### src/rtl/tail_light_sequencer_if.sv
// Request/lamp bundle between the turn-signal controls and the tail-light sequencer.
// master: drives left/right/hazard (and brake when TLS_BRAKE_EN is defined), observes lamps and step.
// slave : the sequencer; samples the requests, drives Lcba, Rabc and step.
interface tail_light_sequencer_if;
   logic       left;
   logic       right;
   logic       hazard;
`ifdef TLS_BRAKE_EN
   logic       brake;
`endif
   logic [2:0] Lcba;    // {Lc,Lb,La}
   logic [2:0] Rabc;    // {Ra,Rb,Rc}
   logic       step;

   modport master (
      output left,
      output right,
      output hazard,
`ifdef TLS_BRAKE_EN
      output brake,
`endif
      input  Lcba,
      input  Rabc,
      input  step
   );

   modport slave (
      input  left,
      input  right,
      input  hazard,
`ifdef TLS_BRAKE_EN
      input  brake,
`endif
      output Lcba,
      output Rabc,
      output step
   );
endinterface

### src/rtl/tail_light_sequencer.sv
// Thunderbird-style tail-light sequencer: turn/hazard requests -> 3-lamp-per-side patterns.
// Latency: state and lamps advance on prescaler ticks (every TICK_DIV clocks); lamps registered from next state.
// Backpressure: none; level requests are sampled only on tick edges, downstream dimmer always accepts.
//
// Ports: clk (rising edge), reset (synchronous, active-high), bus (slave modport):
//    left/right/hazard level requests in, Lcba/Rabc lamp bits out, step one-clock pulse per sequence step.
// Optional: define TLS_BRAKE_EN to add bus.brake, which ORs a steady-on override into the
//    lamps on every clock (one clock latency) without touching the sequence state.
module tail_light_sequencer #(
   parameter int TICK_DIV = 12500000
) (
   input  logic                          clk,
   input  logic                          reset,
   tail_light_sequencer_if.slave         bus
);

   localparam int CNT_W = $clog2(TICK_DIV) + 1;
   localparam logic [CNT_W-1:0] CNT_LAST = CNT_W'(TICK_DIV - 1);

   typedef enum logic [2:0] {
      IDLE = 3'd0,
      L1   = 3'd1,
      L2   = 3'd2,
      L3   = 3'd3,
      R1   = 3'd4,
      R2   = 3'd5,
      R3   = 3'd6,
      HAZ  = 3'd7
   } state_t;

   logic [CNT_W-1:0] count;
   logic             tick;
   state_t           state;
   state_t           next_state;
   logic [2:0]       lcba_nxt;
   logic [2:0]       rabc_nxt;

   // ---------------------------------------------------------------
   // Step-rate prescaler; tick is the last count of each period
   // ---------------------------------------------------------------
   assign tick = (count == CNT_LAST);

   always_ff @(posedge clk) begin
      if (reset) begin
         count <= '0;
      end else if (tick) begin
         count <= '0;
      end else begin
         count <= count + 1'b1;
      end
   end

   // ---------------------------------------------------------------
   // State register, plus the lamp/step registers fed from next state
   // so lamps change on the same edge as the state.
   // ---------------------------------------------------------------
   always_ff @(posedge clk) begin
      if (reset) begin
         state    <= IDLE;
         bus.Lcba <= 3'b000;
         bus.Rabc <= 3'b000;
         bus.step <= 1'b0;
      end else begin
         state    <= next_state;
         bus.Lcba <= lcba_nxt;
         bus.Rabc <= rabc_nxt;
         bus.step <= tick;
      end
   end

   // ---------------------------------------------------------------
   // Next-state logic; requests only matter on tick edges
   // ---------------------------------------------------------------
   always_comb begin
      next_state = state;
      if (tick) begin
         unique case (state)
            IDLE: begin
               // Both turn requests at once is treated as a hazard request.
               if (bus.hazard || (bus.left && bus.right)) begin
                  next_state = HAZ;
               end else if (bus.left) begin
                  next_state = L1;
               end else if (bus.right) begin
                  next_state = R1;
               end else begin
                  next_state = IDLE;
               end
            end
            // A started pattern runs to completion; only hazard may cut it
            // short, and only before the final all-on step.
            L1:      next_state = bus.hazard ? HAZ : L2;
            L2:      next_state = bus.hazard ? HAZ : L3;
            L3:      next_state = IDLE;
            R1:      next_state = bus.hazard ? HAZ : R2;
            R2:      next_state = bus.hazard ? HAZ : R3;
            R3:      next_state = IDLE;
            // HAZ always returns through IDLE, so a held hazard blinks.
            HAZ:     next_state = IDLE;
            default: next_state = IDLE;
         endcase
      end
   end

   // ---------------------------------------------------------------
   // Output decode of next state (Moore), with optional brake override
   // ---------------------------------------------------------------
   always_comb begin
      lcba_nxt = 3'b000;
      rabc_nxt = 3'b000;
      unique case (next_state)
         IDLE: begin lcba_nxt = 3'b000; rabc_nxt = 3'b000; end
         L1:   begin lcba_nxt = 3'b001; rabc_nxt = 3'b000; end
         L2:   begin lcba_nxt = 3'b011; rabc_nxt = 3'b000; end
         L3:   begin lcba_nxt = 3'b111; rabc_nxt = 3'b000; end
         R1:   begin lcba_nxt = 3'b000; rabc_nxt = 3'b100; end
         R2:   begin lcba_nxt = 3'b000; rabc_nxt = 3'b110; end
         R3:   begin lcba_nxt = 3'b000; rabc_nxt = 3'b111; end
         HAZ:  begin lcba_nxt = 3'b111; rabc_nxt = 3'b111; end
         default: begin lcba_nxt = 3'b000; rabc_nxt = 3'b000; end
      endcase
`ifdef TLS_BRAKE_EN
      // Brake lights the side that is not signalling; the turning side
      // keeps its pattern so the turn stays readable while braking.
      if (bus.brake) begin
         unique case (next_state)
            L1, L2, L3: rabc_nxt = 3'b111;
            R1, R2, R3: lcba_nxt = 3'b111;
            default: begin
               lcba_nxt = 3'b111;
               rabc_nxt = 3'b111;
            end
         endcase
      end
`endif
   end

endmodule

### src/flat_wrapper.sv
// flat-port wrapper written by rule: the top's interface ports become plain ports
module tail_light_sequencer_flat 
#(
   parameter int TICK_DIV = 12500000
)
  (clk, reset, bus_left, bus_right, bus_hazard, bus_Lcba, bus_Rabc, bus_step);
  tail_light_sequencer_if bus_i ();
  input  logic clk;
  input  logic reset;
  input wire logic [$bits(bus_i.left)-1:0] bus_left;
  input wire logic [$bits(bus_i.right)-1:0] bus_right;
  input wire logic [$bits(bus_i.hazard)-1:0] bus_hazard;
  output wire logic [$bits(bus_i.Lcba)-1:0] bus_Lcba;
  output wire logic [$bits(bus_i.Rabc)-1:0] bus_Rabc;
  output wire logic [$bits(bus_i.step)-1:0] bus_step;
  assign bus_i.left = bus_left;
  assign bus_i.right = bus_right;
  assign bus_i.hazard = bus_hazard;
  assign bus_Lcba = bus_i.Lcba;
  assign bus_Rabc = bus_i.Rabc;
  assign bus_step = bus_i.step;
  tail_light_sequencer #(.TICK_DIV(TICK_DIV)) u_core (.clk(clk), .reset(reset), .bus(bus_i));
endmodule
### config.mk
export PLATFORM = sky130hd
export DESIGN_NAME = tail_light_sequencer_flat
export DESIGN_NICKNAME = d
export VERILOG_FILES = /design/src/rtl/tail_light_sequencer_if.sv /design/src/rtl/tail_light_sequencer.sv /design/src/flat_wrapper.sv
export SDC_FILE = /design/constraint.sdc
export NUM_CORES = 1
export LEC_CHECK = 0
export CAP_MARGIN = 20
export CORE_ASPECT_RATIO = 1.25
export CORE_MARGIN = 2
export CORE_UTILIZATION = 50
export DETAILED_ROUTE_END_ITERATION = 10
export MAX_ROUTING_LAYER = met4
export PLACE_DENSITY = 0.71
export SKIP_LAST_GASP = 1
export SLEW_MARGIN = 5
export SYNTH_ARGS = -nofsm -noshare
export SYNTH_HDL_FRONTEND = slang
export SYNTH_SLANG_ARGS = --single-unit
### constraint.sdc
create_clock -name clk -period 3.6 [get_ports clk]
set_input_delay 1.08 -clock clk [delete_from_list [all_inputs] [get_ports clk]]
set_output_delay 1.08 -clock clk [all_outputs]
set_load 0.01 [all_outputs]
==> run summary <==
Outcome -> completed
Initial antenna violation count -> 0
Count leader, synth -> dfxtp_1
GP Congestion -> 0.763
Mapped Nets -> 179
CP max FO -> 6
DRT antenna net count -> 0
DRC Markers -> 0
Initial Util -> 52.5%
Min Hold Slack -> 0.470 ns
Peak VDD IR -> 0.238 mV
Crit path max-delay family -> buffers and inverters
CTS tree -> yes
H-tree levels -> 2
Area leader, netlist -> dfxtp_1
Vias -> 1,189
Slew HR -> 64.7%
PortBufs -> 11
Final global-route overflow total -> 0
Kind of critical path -> reg2out
Distinct cell type count after synthesis -> 44
Hpwl dp -> 2060 um
Fmax -> 414 MHz
CP Launch Type -> flop
Clock Path Buffers -> 2
Core area -> 0.00295 mm2
WP buf/inv -> 1
Worst hold path class -> reg2reg
Post-CTS Setup Bufs -> 0
DRT iter0 DRCs -> 36
Post-synth top area share -> 44.0%
Crit end category -> primary output
Req. time, crit path -> 2.52 ns
Mapped cell area -> 0.00155 mm2
P&R area growth vs syn -> 13.2%
CP peak stage delay -> 0.57 ns
Max-Cap Viols -> 0
Period Utilization, post-route -> 67.0%
CTS Root Cell -> clkbuf_4
RSZ-0062 raised after global routing -> false
Mapped Cells -> 173
Die Y -> 66.2 um
Routed wire length per instance -> 12.8 um
Slowest cell on the critical path -> clkdlybuf4s50_1
Skew final -> 0.00891 ns
Worst Max-Slew Pin Slew -> 0.527 ns
Commonest cells in the netlist -> dfxtp_1 (34), nor2_1 (33), nand2_1 (16)
Static Leakage -> 0.654 nW
Asr flop ratio synth -> 0%
Post-route minimum period -> 2.41 ns
Num ports -> 12
GR Util All Layers -> 19.2%
Synthesis-stage register bit count -> 34
Gates resized, CTS repair -> 0
Syn avg cell area -> 8.93 um2
Count of final setup violators -> 0
Nets -> 192
Hold Vio Cnt, Final -> 0
Cell row count -> 22
Cts hold-fix bufs -> 0
Ratio of cells with drive above 1 in the final layout -> 10.7%
Drt total wl -> 2850 um
Largest net degree at the start of global routing -> 26
Vias per cell -> 5.33
Die ar. -> 0.00355 mm2
Post-layout util -> 59.4%
Power density over the cells -> 380 mW/mm2
Crit-path cells -> clkdlybuf4s50_1
Setup_tns -> 0 ns
Cts bufs inserted -> 5
Pins Over Slew Limit -> 0
CTS sink cnt -> 34
Post-synth EDFFs -> 0
Number of global-route vias before repair -> 1,123
Top_reg_cell synth -> dfxtp_1
N_diodes -> 0
Clock slew at reported path FFs -> 0.10 ns
Synth top area cells -> dfxtp_1 (44%), nor2_1 (8.0%), xor2_1 (6.8%), xnor2_1 (4.5%), nand2_1 (3.9%)
DRT Pass-1 Iters -> 6
First-pass GRT wire length -> 4800 um
Critical path arrival -> 1.33 ns
Clock latency on the worst-skew pair -> 0.34 ns
DIE WIDTH -> 53.7 um
Post-synthesis sequential area ratio -> 44.0%
Yosys synthesis warning count -> 0
routing by layer:
metal  global-route usage [%]  vias to the layer above  routed length (um)
li1                         -                      612                   -
met1                     21.6                      555                1290
met2                     30.3                       14                1380
met3                     6.11                        8                 113
met4                     8.65                        0                  60
met5                        -                        -                   0
metrics by stage:
stage	instances	setup WS [ns]	instance area (um2)	power [mW]
3_3_place_gp	215	1.09	1670	0.409
5_1_grt	223	1.12	1750	0.690
2_1_floorplan	173	1.64	1550	0.401
4_1_cts	223	1.17	1750	0.671
3_5_place_dp	215	1.05	1670	0.410
6_report	223	1.19	1750	0.664
flip-flops by register name, summed over array words and instances (netlist names):
signal and cells:
u_core.bus.step 1, u_core.state 2, u_core.bus.Lcba 3, u_core.count 25, u_core.bus.Rabc 3
cells in the final DEF (no fill, tap or decap), types with 2 or more instances in the layout:
cell,instances
and2_1,5
xnor2_1,8
a21oi_1,4
nor3_1,3
nor2_1,33
or3_1,3
o21ai_1,2
nand4_4,2
xor2_1,12
and3_1,5
nand4_1,4
o21ai_0,5
clkdlybuf4s50_1,11
clkbuf_4,5
inv_1,3
dfxtp_1,34
nand2_1,16
nand3_1,4
clkbuf_8,3
worst reg2reg max path, cell delays in order, from the launching register on:
cell	delay, ns
dfxtp_1	0.38
ha_1	0.20
and3_1	0.19
nand4_1	0.13
or2_1	0.37
mux2_4	0.37
nand2b_2	0.13
o32ai_2	0.08
kinds of logic (layout without fill, tap and decap cells):
kind of cell    count (synthesis)  in the layout  share of synthesized area [%]
xor+xnor                       20             20                           11.3
simple gates                   87             87                           30.5
flops                          34             34                           44.0
fa+ha+maj                       1              1                          0.810
mux                             1              1                          0.971
buf+inv                        10             24                           3.40
compound gates                 20             20                           8.91
power by group:
| group | leakage (nW) | total [mW] | switching (mW) | internal [mW] |
|---|---|---|---|---|
| Sequential | 0.274 | 0.381 | 0.00252 | 0.379 |
| Clock | 0.0446 | 0.262 | 0.129 | 0.133 |
| Combinational | 0.336 | 0.0202 | 0.0110 | 0.00926 |
| Total | 0.654 | 0.664 | 0.142 | 0.521 |
area by class of cell:
cell class | count | area, um2
clock buffers | 8 | 78.8
fillers | 266 | 1200
inverters | 4 | 15.0
multi-input cells | 129 | 812
flip-flops and latches | 34 | 681
well taps | 36 | 45.0
repair buffers | 12 | 118
final timing paths:
check	slack [ns]	to	cells after the start	startpoint
min reg2reg	0.47	u_core.count[0]	1	u_core.count[0]
max reg2reg	1.65	u_core.bus.Lcba[0]	7	u_core.count[0]
min	0.47	u_core.count[0]	1	u_core.count[0]
max	1.19	bus_Rabc[2]	1	u_core.bus.Rabc[2]
(Power assumes the default switching activity.)
